File: src/rtl/char_stream_sequencer.sv
// Walks a LEN-position index and streams MSG characters as 7-bit ASCII over valid/ready.
// Configurable step divider, direction, wrap/stop and back-pressure.
module char_stream_sequencer #(
    parameter int unsigned LEN = 14,
    parameter logic [8*LEN-1:0] MSG = "ABCDEFGHIJKLMN",
    parameter int unsigned DIV = 1,
    localparam int unsigned IW = $clog2(LEN)
) (
    input  logic          clk,
    input  logic          rst_n,
    input  logic          start,
    input  logic          en,
    input  logic          dir,
    input  logic          wrap,
    input  logic          ready,
    output logic          valid,
    output logic [6:0]    ascii,
    output logic [IW-1:0] idx,
    output logic [LEN-1:0] pos_onehot,
    output logic          busy,
    output logic          done
);

    localparam int unsigned DW = $clog2(DIV + 1);
    localparam logic [IW-1:0] LAST_IDX = IW'(LEN - 1);
    localparam logic [DW-1:0] DIV_TOP  = DW'(DIV - 1);

    typedef enum logic [1:0] {
        S_IDLE,
        S_WAIT,
        S_SHOW,
        S_DONE
    } state_t;

    state_t        state;
    logic          dir_q;
    logic [DW-1:0] div_q;

    logic          is_last_c;
    logic [IW-1:0] first_c;
    logic [IW-1:0] start_idx_c;
    logic [IW-1:0] next_c;

    // Byte at position i, position 0 being the most-significant byte of MSG.
    function automatic logic [6:0] char_at(input logic [IW-1:0] i);
        int unsigned base;
        base = 8 * (LEN - 1 - 32'(i));
        return MSG[base +: 7];
    endfunction

    function automatic logic [LEN-1:0] onehot(input logic [IW-1:0] i);
        return LEN'(1) << i;
    endfunction

    // Index stepping helpers; the end-of-run test keeps idx inside 0..LEN-1.
    always_comb begin
        first_c     = dir_q ? LAST_IDX : '0;
        start_idx_c = dir   ? LAST_IDX : '0;
        is_last_c   = dir_q ? (idx == '0) : (idx == LAST_IDX);
        next_c      = dir_q ? (idx - IW'(1)) : (idx + IW'(1));
    end

    always_ff @(posedge clk or negedge rst_n) begin
        if (!rst_n) begin
            state      <= S_IDLE;
            dir_q      <= 1'b0;
            div_q      <= '0;
            idx        <= '0;
            pos_onehot <= LEN'(1);
            ascii      <= '0;
            valid      <= 1'b0;
            busy       <= 1'b0;
            done       <= 1'b0;
        end else if (start) begin
            // Start wins over any same-cycle handshake; idx reloads instead of stepping.
            state      <= S_WAIT;
            dir_q      <= dir;
            div_q      <= '0;
            idx        <= start_idx_c;
            pos_onehot <= onehot(start_idx_c);
            valid      <= 1'b0;
            busy       <= 1'b1;
            done       <= 1'b0;
        end else begin
            case (state)
                S_WAIT: begin
                    if (en) begin
                        if (div_q == DIV_TOP) begin
                            div_q <= '0;
                            ascii <= char_at(idx);
                            valid <= 1'b1;
                            state <= S_SHOW;
                        end else begin
                            div_q <= div_q + DW'(1);
                        end
                    end
                end
                S_SHOW: begin
                    if (ready) begin
                        valid <= 1'b0;
                        if (!is_last_c) begin
                            idx        <= next_c;
                            pos_onehot <= onehot(next_c);
                            state      <= S_WAIT;
                        end else if (wrap) begin
                            idx        <= first_c;
                            pos_onehot <= onehot(first_c);
                            state      <= S_WAIT;
                        end else begin
                            state <= S_DONE;
                            done  <= 1'b1;
                            busy  <= 1'b0;
                        end
                    end
                end
                default: begin
                end
            endcase
        end
    end

endmodule

File: config.mk
export PLATFORM = sky130hd
export DESIGN_NAME = char_stream_sequencer
export DESIGN_NICKNAME = d
export VERILOG_FILES = /design/src/rtl/char_stream_sequencer.sv
export SDC_FILE = /design/constraint.sdc
export NUM_CORES = 1
export LEC_CHECK = 0
export ABC_AREA = 1
export ABC_CLOCK_PERIOD_IN_PS = 2900
export CAP_MARGIN = 25
export CORE_UTILIZATION = 55
export DETAILED_ROUTE_END_ITERATION = 12
export GPL_ROUTABILITY_DRIVEN = 1
export PLACE_DENSITY = 0.9
export SLEW_MARGIN = 25
export SYNTH_ARGS = -nofsm -noshare
export SYNTH_HDL_FRONTEND = slang
export SYNTH_SLANG_ARGS = --single-unit
File: constraint.sdc
create_clock -name clk -period 2.9 [get_ports clk]
set_input_delay 0.87 -clock clk [delete_from_list [all_inputs] [get_ports clk]]
set_output_delay 0.87 -clock clk [all_outputs]
set_load 0.02 [all_outputs]
After elaboration in Yosys (flattened, before gate mapping)
Index checks and enable logic that the tools add are counted.
- output and inout bits: 28
- flip-flop bits (word level): 32
- equality and inequality tests: 8
- $add $sub $neg: 4
- bitwise operators: 2
- multiplexer cells: 40
- shifts and indexed selects: 4
- reductions and logical operators: 12
- operators by type and width (kind ; number):
    112-bit by 33-bit variable part select with 7-bit output (first input constant) ; 1
    14-bit two-way mux ; 5
    1-bit by 4-bit << shifter with 14-bit output (first input constant) ; 3
    4-bit two-way mux ; 8
    1-bit two-way mux ; 19
    2-bit two-way mux ; 6
    3-bit != test (second input constant) ; 4
    4-bit AND reduction ; 3
    2-bit nonzero test ; 5
    4-bit by 4-bit subtractor with 5-bit output (first input constant) ; 1
    4-bit by 1-bit adder with 4-bit output (second input constant) ; 1
    4-bit == test (second input constant) ; 1
    4-bit zero test ; 1
    2-bit one-hot mux with 2 select lines ; 1
    4-bit by 1-bit subtractor with 4-bit output (second input constant) ; 1
    3-bit AND reduction ; 1
    3-bit nonzero test ; 1
    2-bit by 1-bit == test with 1-bit output (second input constant) ; 1
    2-bit == test (second input constant) ; 1
    2-bit != test (second input constant) ; 1
    1-bit NOT ; 2
    1-bit one-hot mux with 2 select lines ; 1
    2-bit AND reduction ; 1
    1-bit adder (second input constant) ; 1

Depth between registers and ports, before layout
Gate-level depths: netlist of run 1.
- depth in word-level cells: 7
- gate-level depth with buffers: 11
- gate-level depth less buffers: 10

Worst setup path after synthesis of run 1
Ideal clock, no wire load.
- path kind: in2reg
- start point: in start
- end point: reg busy
- setup slack: 1049 ps
- data required time: 2780 ps
- arrival: 1731 ps
- setup time: 120 ps
- cell stages on the path: 6
- cell sequence: buf_4 -> nor2_1 -> nand2_4 -> or2_1 -> o21ai_0 -> inv_1
- longest elaborated chain between the ends: 2
- ends and longest elaborated chain (element ; RTL line ; source):
    start: declaration ; 11 ; input logic start,
    2-bit != test (no source line) / 2-bit nonzero test (equally long branches) ; - ;
    4-bit AND reduction (no source line) ; - ;
    end signal: assignment ; 72 ; busy <= 1'b0;
    end signal: assignment ; 82 ; busy <= 1'b1;
    end signal: assignment ; 112 ; busy <= 1'b0;
    end: declaration ; 20 ; output logic busy,
Parallel ways exist; a longest one is shown, timed or not.
A chain may end at the register's enable or synchronous reset.

Final worst setup path of run 1
- start point: reg idx[1]
- end point: out idx[1]
- RTL lines (element ; RTL line ; source):
    start: declaration ; 18 ; output logic [IW-1:0] idx,
    start signal: assignment ; 79 ; idx <= start_idx_c;
    start signal: assignment ; 102 ; idx <= next_c;
    start signal: assignment ; 106 ; idx <= first_c;
No word-level cell between the ends.

==> impl_table.tex, run 1 <==
\begin{tabular}{lr}
\hline
Metric & Value \\
\hline
\multicolumn{2}{l}{\textbf{Run status}} \\
\quad Run status & complete, but fails checks \\
\quad Violated checks & design-rule violations \\
\multicolumn{2}{l}{\textbf{Critical path}} \\
\quad Worst reg-to-reg path cell count & 8 \\
\quad Reg-to-reg slack, setup & 910 ps \\
\quad Endpoint of the most critical register-to-register path & idx[0]\$\_DFFE\_PN0P\_ \\
\quad Capturing element type of the critical path & output port \\
\quad Worst Setup SP & idx[1]\$\_DFFE\_PN0P\_ \\
\quad Endpoint arrival time on the critical path & 1600 ps \\
\quad Worst-path cell with the longest stage delay & clkdlybuf4s50\_1 \\
\quad Sort of element at the start of the critical path & register \\
\quad Crit path max-delay family & buffers and inverters \\
\quad Startpoint of the worst register-to-register path & idx[1]\$\_DFFE\_PN0P\_ \\
\quad CP Capture Point & idx[1] \\
\quad CP max stage delay & 680 ps \\
\quad Number of buffer and inverter instances along the worst setup path & 1 \\
\quad Kind of critical path & register to output port \\
\quad Cell breakdown of the critical path & clkdlybuf4s50\_1 \\
\quad Required @ worst endpoint & 2030 ps \\
\quad Critical Path Stages & 1 \\
\quad Maximum fanout encountered on the critical timing path & 12 \\
\multicolumn{2}{l}{\textbf{Timing}} \\
\quad Final cycle utilization of the critical path & 85.3\% \\
\quad Total Neg Setup Slack & 0 ps \\
\quad Worst hold slack across all endpoints & 477 ps \\
\quad Max Clock Freq & 0.404 GHz \\
\quad Total of endpoints with negative setup slack in the final report & 0 \\
\quad Final max-slew violation count & 0 \\
\quad Hold Fails Final Rpt & 0 \\
\quad Worst setup skew after layout & 2.73 ps \\
\quad Worst Setup Slack, final & 427 ps \\
\quad Post-layout min period & 2470 ps \\
\quad Setup repair after global routing missed its margin & no \\
\multicolumn{2}{l}{\textbf{Power}} \\
\quad Reported net switching power & 0.836 mW \\
\quad Reg power frac & 32.1\% \\
\quad Internal power & 1.15 mW \\
\quad Final total power & 1.98 mW \\
\quad Max rail drop VDD & 0.000583 V \\
\quad Clock power frac & 17.6\% \\
\quad P per Cell Area & 943 nW/um\^{}2 \\
\quad Part of the power in combinational logic & 50.3\% \\
\quad Total leakage power & 1.06 nW \\
\quad Sw frac & 42.2\% \\
\multicolumn{2}{l}{\textbf{Place}} \\
\quad Worst setup slack after placement & 423 ps \\
\quad Quantity of I/O buffers inserted on ports & 32 \\
\quad Detailed-placement wirelength estimate & 2540 um \\
\quad Weighted congestion reported at the end of routability-driven placement & 0.863 \\
\multicolumn{2}{l}{\textbf{Layout}} \\
\quad Number of inserted diodes & 0 \\
\quad Area overhead of the layout relative to synthesis & 24.7\% \\
\quad Filler cells & 195 \\
\quad Share of layout cells above drive strength 1 & 16.0\% \\
\quad Multi-input gate area & 822 um\^{}2 \\
\quad Number of nets at the end of the flow & 249 \\
\quad Commonest non-fill, non-tap cells in the layout & nand2\_1, clkdlybuf4s50\_1, dfrtp\_1, inv\_1, nand3\_1 \\
\quad Register area & 727 um\^{}2 \\
\quad Most common cell after layout, fill and taps aside & nand2\_1 \\
\multicolumn{2}{l}{\textbf{Drt}} \\
\quad Iteration-0 DRC Markers & 61 \\
\quad Number of iterations in the first detailed-routing pass & 9 \\
\quad Total number of vias & 1430 \\
\quad DR DRC count & 1 \\
\quad Routed Antenna Nets & 0 \\
\quad Final routed wire length divided by cell count & 13.2 um \\
\quad Detailed-route wire length & 3550 um \\
\quad Via-to-Cell Ratio & 5.32 \\
\multicolumn{2}{l}{\textbf{Clock tree}} \\
\quad Number of clock sinks & 29 \\
\quad Post-CTS setup buffer count & 0 \\
\quad Clock latency at the later pin of the worst-skew pair & 330 ps \\
\quad Clock input transition at the sequential cells of the worst setup and hold paths & 90 ps \\
\quad CTS Buf Count & 5 \\
\quad CTS tree & yes \\
\quad CTS H-Tree Depth & 2 \\
\quad Clock root buffer master & clkbuf\_4 \\
\quad CTS Hold Buffers Added & 0 \\
\quad Number of buffers on the longest clock path & 2 \\
\quad CTS-repair resized insts & 0 \\
\multicolumn{2}{l}{\textbf{Die}} \\
\quad Core area & 2830 um\^{}2 \\
\quad Initial Utilization & 59.6\% \\
\quad I/O pin total & 35 \\
\quad Chip height & 57.4 um \\
\quad Rows & 19 \\
\quad Area enclosed by the die boundary & 3290 um\^{}2 \\
\quad Die Width & 57.4 um \\
\multicolumn{2}{l}{\textbf{Logic synthesis}} \\
\quad Total of warnings raised by yosys & 0 \\
\quad Basic-gate share of the synthesized area counting and, or, nand and nor cells & 34.0\% \\
\quad Synth Area per Inst & 8.43 um\^{}2 \\
\quad Adder-cell share of the synthesized area & 4.16\% \\
\quad Multiplexer fraction of the synthesized cell area & 0\% \\
\quad Netlist Area Pre-Place & 1690 um\^{}2 \\
\quad Synth unique cells & 36 \\
\quad Area fraction in compound gates after synthesis & 9.65\% \\
\quad \#FFs+latches synth & 29 \\
\quad Main combinational cell family by area after synthesis & simple AND/OR/NAND/NOR gates \\
\quad Part of the Yosys area used for sequential elements & 43.1\% \\
\quad Fraction of synthesized cell area in xor and xnor cells & 0.520\% \\
\quad Synthesized netlist cell count & 200 \\
\multicolumn{2}{l}{\textbf{GRT}} \\
\quad Global Route Usage Sum & 25.4\% \\
\quad Via count of the first global-routing pass & 1383 \\
\quad First-pass GRT wire length & 6270 um \\
\quad Number of antenna violations at the first check in global routing & 0 \\
\quad Overall overflow remaining after global route & 0 \\
\quad Pin count of the biggest net entering global routing & 30 \\
\multicolumn{2}{l}{\textbf{Run}} \\
\quad Maximum Capacitance Violations & 0 \\
\multicolumn{2}{l}{\textbf{Min path}} \\
\quad Worst hold-check path type & register to register \\
\hline
\end{tabular}
## worst min-delay path by stage
| stage | startpoint | endpoint | cells past startpoint |
|---|---|---|---|
| after floorplan | pos_onehot[0]$_DFFE_PN1P_ | pos_onehot[0]$_DFFE_PN1P_ | 2 |
| after global placement | valid$_DFFE_PN0P_ | valid$_DFFE_PN0P_ | 2 |
| after detailed placement | pos_onehot[9]$_DFFE_PN0P_ | pos_onehot[9]$_DFFE_PN0P_ | 2 |
| after CTS | pos_onehot[0]$_DFFE_PN1P_ | pos_onehot[0]$_DFFE_PN1P_ | 2 |
| after global routing | pos_onehot[12]$_DFFE_PN0P_ | pos_onehot[12]$_DFFE_PN0P_ | 2 |
| final | pos_onehot[0]$_DFFE_PN1P_ | pos_onehot[0]$_DFFE_PN1P_ | 2 |
## final cells by class
type                       count  share of cell area [%]
sequential                    29                    34.6
clock buffer                   7                    2.62
timing repair buffer          36                    16.7
clock inverter                 1                    1.43
inverter                      21                    3.75
tap                           31                    1.85
multi-input combinational    144                    39.1
## Yosys cell counts (all sizes together)
library cell	number	share of area, %
nor3	1	0.30
clkbuf	1	0.30
nor2	17	5.0
dfrtp	28	42
or2	2	0.74
nand3	22	8.5
buf	6	3.3
ha	4	3.0
nand4	3	2.0
and3	1	0.37
o21ai	12	3.6
a21oi	7	4.3
o22ai	1	0.37
xnor2	1	0.52
a22o	1	0.52
fa	1	1.2
conb	1	0.22
dfstp	1	1.6
nand2	66	17
inv	21	4.7
o31ai	1	0.45
o21a	1	0.45
and2	1	0.37
## worst reg2reg max path: stages (launching register included)
cell	delay [ps]
dfrtp_1	600
inv_1	130
ha_1	260
nand4_4	150
nand2_4	100
a21oi_4	290
buf_4	210
nand2_1	70
o21ai_0	100
## logic make-up after synthesis
group           Yosys count
compound gates           23
xor+xnor                  1
other cells               1
simple gates            113
buf+inv                  28
flops                    29
fa+ha+maj                 5
## through the flow
| step | instances | instance area (um^2) | util (%) |
|---|---|---|---|
| after floorplan | 201 | 1690 | - |
| after global placement | 261 | 2020 | 71.3 |
| after detailed placement | 261 | 2020 | 71.3 |
| after global routing | 269 | 2100 | 74.3 |
| after CTS | 269 | 2100 | 74.3 |
| final | 269 | 2100 | 74.3 |
## sequential cells by signal, indices dropped and copies added (netlist names)
signal,flops
done,1
busy,1
state,2
ascii,5
pos_onehot,14
idx,4
dir_q,1
valid,1
## per-layer routing
metal | track usage (%) | vias to the layer above | routed length [um]
li1 | - | 718 | -
met1 | 34.3 | 660 | 1630
met2 | 39.9 | 44 | 1670
met3 | 6.35 | 8 | 178
met4 | 9.41 | 0 | 70
met5 | 0 | - | 0
## power by group through the flow
stage	clock network [mW]	logic [mW]	registers (mW)
2_1_floorplan	0	0.545	0.754
3_3_place_gp	0	0.968	0.639
3_5_place_dp	0	0.988	0.643
4_1_cts	0.353	1.00	0.637
5_1_grt	0.371	1.09	0.652
6_report	0.348	0.998	0.637
No activity file was read; power rests on OpenSTA's default activity.
==> run 2, diff against run 1 <==
CELL_PAD_IN_SITES_DETAIL_PLACEMENT = 0   (was not set)
CELL_PAD_IN_SITES_GLOBAL_PLACEMENT = 1   (was not set)
CORE_UTILIZATION = 40   (was 55)
PLACE_DENSITY = 0.89   (was 0.9)
SLEW_MARGIN = not set   (was 25)
==> run 2 against run 1 <==
  * The flow now finishes without violations
  * Register-to-register slack gained 100 ps
  * Fmax grew 2.7%
  * Die area grew 36%
  * Clock skew grew 2.7 ps
  * Final cell count grew 6.7%
  * Clock-buffer cell count is the same
  * First-iteration DRC count grew 3.3%
  * Sequential power grew 2%
  * Clock power grew 24%
  * Worst hold slack lost 8.5 ps
==> impl_table.tex, run 2 (synthesized netlist as in run 1, its figures left out) <==
\begin{tabular}{lr}
\hline
Metric & Value \\
\hline
\multicolumn{2}{l}{\textbf{Critical path}} \\
\quad Worst reg-to-reg path cell count & 9 \\
\quad Endpoint of the most critical register-to-register path & pos\_onehot[5]\$\_DFFE\_PN0P\_ \\
\quad Maximum fanout encountered on the critical timing path & 9 \\
\quad CP max stage delay & 690 ps \\
\quad Reg-to-reg slack, setup & 1010 ps \\
\quad Number of buffer and inverter instances along the worst setup path & 1 \\
\quad Sort of element at the start of the critical path & register \\
\quad Worst Setup SP & idx[0]\$\_DFFE\_PN0P\_ \\
\quad Crit path max-delay family & buffers and inverters \\
\quad Capturing element type of the critical path & output port \\
\quad Kind of critical path & register to output port \\
\quad Endpoint arrival time on the critical path & 1540 ps \\
\quad Startpoint of the worst register-to-register path & idx[0]\$\_DFFE\_PN0P\_ \\
\quad Cell breakdown of the critical path & clkdlybuf4s50\_1 \\
\quad Worst-path cell with the longest stage delay & clkdlybuf4s50\_1 \\
\quad Required @ worst endpoint & 2030 ps \\
\multicolumn{2}{l}{\textbf{Layout}} \\
\quad Final core utilization & 53.4\% \\
\quad Multi-input gate area & 822 um\^{}2 \\
\quad Register area & 727 um\^{}2 \\
\quad Number of nets at the end of the flow & 248 \\
\quad Commonest non-fill, non-tap cells in the layout & nand2\_1, clkdlybuf4s50\_1, dfrtp\_1, inv\_1, nand3\_1 \\
\quad Filler cells & 396 \\
\quad Reg with most FFs & pos\_onehot \\
\quad Share of layout cells above drive strength 1 & 15.6\% \\
\quad Final standard cell count with taps included and fillers excluded & 287 \\
\quad Most common cell after layout, fill and taps aside & nand2\_1 \\
\quad Largest register FFs & 14 \\
\quad Registers with the highest flip-flop counts & pos\_onehot: 14 flops, ascii: 5 flops, idx: 4 flops \\
\quad Area overhead of the layout relative to synthesis & 27.5\% \\
\quad Number of inserted diodes & 0 \\
\multicolumn{2}{l}{\textbf{Drt}} \\
\quad Via-to-Cell Ratio & 4.79 \\
\quad Detailed-route wire length & 3390 um \\
\quad Final routed wire length divided by cell count & 11.8 um \\
\quad Routed Antenna Nets & 0 \\
\quad DR DRC count & 0 \\
\quad Total number of vias & 1374 \\
\quad Number of iterations in the first detailed-routing pass & 4 \\
\quad Iteration-0 DRC Markers & 63 \\
\multicolumn{2}{l}{\textbf{Timing}} \\
\quad Total Neg Setup Slack & 0 ps \\
\quad Max Clock Freq & 0.415 GHz \\
\quad Total of endpoints with negative setup slack in the final report & 0 \\
\quad Hold Fails Final Rpt & 0 \\
\quad Final cycle utilization of the critical path & 83.1\% \\
\quad Post-layout min period & 2410 ps \\
\quad Setup repair after global routing missed its margin & no \\
\quad Final max-slew violation count & 0 \\
\quad Worst setup skew after layout & 5.41 ps \\
\quad Worst hold slack across all endpoints & 469 ps \\
\multicolumn{2}{l}{\textbf{Clock tree}} \\
\quad CTS Hold Buffers Added & 0 \\
\quad Clock root buffer master & clkbuf\_8 \\
\quad Number of buffers on the longest clock path & 2 \\
\quad CTS H-Tree Depth & 2 \\
\quad Number of clock sinks & 29 \\
\quad Clock latency at the later pin of the worst-skew pair & 280 ps \\
\quad CTS tree & yes \\
\quad Clock input transition at the sequential cells of the worst setup and hold paths & 60 ps \\
\quad CTS Buf Count & 5 \\
\quad CTS-repair resized insts & 0 \\
\quad Post-CTS setup buffer count & 0 \\
\multicolumn{2}{l}{\textbf{Die}} \\
\quad Area enclosed by the die boundary & 4480 um\^{}2 \\
\quad Die Width & 66.9 um \\
\quad Core area & 4030 um\^{}2 \\
\quad Chip height & 66.9 um \\
\quad Rows & 23 \\
\quad Initial Utilization & 41.8\% \\
\quad I/O pin total & 35 \\
\multicolumn{2}{l}{\textbf{Run}} \\
\quad Maximum Capacitance Violations & 0 \\
\multicolumn{2}{l}{\textbf{GRT}} \\
\quad Global Route Usage Sum & 17.4\% \\
\quad Overall overflow remaining after global route & 0 \\
\quad Via count of the first global-routing pass & 1244 \\
\quad Number of antenna violations at the first check in global routing & 0 \\
\quad Pin count of the biggest net entering global routing & 30 \\
\quad First-pass GRT wire length & 5730 um \\
\multicolumn{2}{l}{\textbf{Place}} \\
\quad Weighted congestion reported at the end of routability-driven placement & 0.845 \\
\quad Detailed-placement wirelength estimate & 2530 um \\
\quad Quantity of I/O buffers inserted on ports & 32 \\
\quad Cell count after placement & 279 \\
\multicolumn{2}{l}{\textbf{Min path}} \\
\quad Worst hold-check path type & register to register \\
\quad Destination of the worst hold path & pos\_onehot[0]\$\_DFFE\_PN1P\_ \\
\quad Hold path startpoint & pos\_onehot[0]\$\_DFFE\_PN1P\_ \\
\quad Worst hold path stage count & 2 \\
\multicolumn{2}{l}{\textbf{Power}} \\
\quad Total leakage power & 1.06 nW \\
\quad Max rail drop VDD & 0.000484 V \\
\quad P per Cell Area & 952 nW/um\^{}2 \\
\multicolumn{2}{l}{\textbf{Run status}} \\
\quad Run status & completed \\
\hline
\end{tabular}
run 2: changes by cell type in the layout (fill, tap and decap cells not counted):
cell / previous run / this run
clkbuf_4: 5 / 0
clkbuf_8: 1 / 6
buf_4: 4 / 3
run 2: final cells by class:
class	instances	share of cell area (%)
sequential	29	33.8
multi-input combinational	144	38.2
clock buffer	7	4.02
timing repair buffer	35	15.9
inverter	21	3.67
tap	50	2.91
clock inverter	1	1.40
run 2: how the worst max path moves through the flow:
stage | end | cells after the start
detailed placement | pos_onehot[4]$_DFFE_PN0P_ | 8
CTS | idx[0] | 1
global placement | pos_onehot[4]$_DFFE_PN0P_ | 8
floorplan | busy$_DFFE_PN0P_ | 6
global route | idx[0] | 1
finish | idx[0] | 1
run 2: through the flow:
step	worst slack (ps)	power, mW	area [um^2]
finish	491	2.05	2150
global route	395	2.20	2150
global placement	446	1.62	2030
floorplan	1050	1.30	1690
detailed placement	444	1.63	2030
CTS	467	2.07	2150
run 2: tightest hold or removal path: stages, from the launching register on:
cell and delay [ps]:
dfstp_2 370, nand2_1 50, o21ai_1 50
run 2: report_power, final:
part           leakage, nW  switching, mW  internal, mW  total, mW
sequential           0.372          0.120         0.527      0.647
clock               0.0585          0.152         0.280      0.431
combinational        0.634          0.559         0.409      0.968
run 2: per-layer routing:
metal / wire [um] / vias up / track usage (%)
met4: 59 / 0 / 6.91
met1: 1760 / 631 / 24.5
met5: 0 / - / 0
met3: 135 / 6 / 4.79
li1: - / 709 / -
met2: 1440 / 28 / 25.0
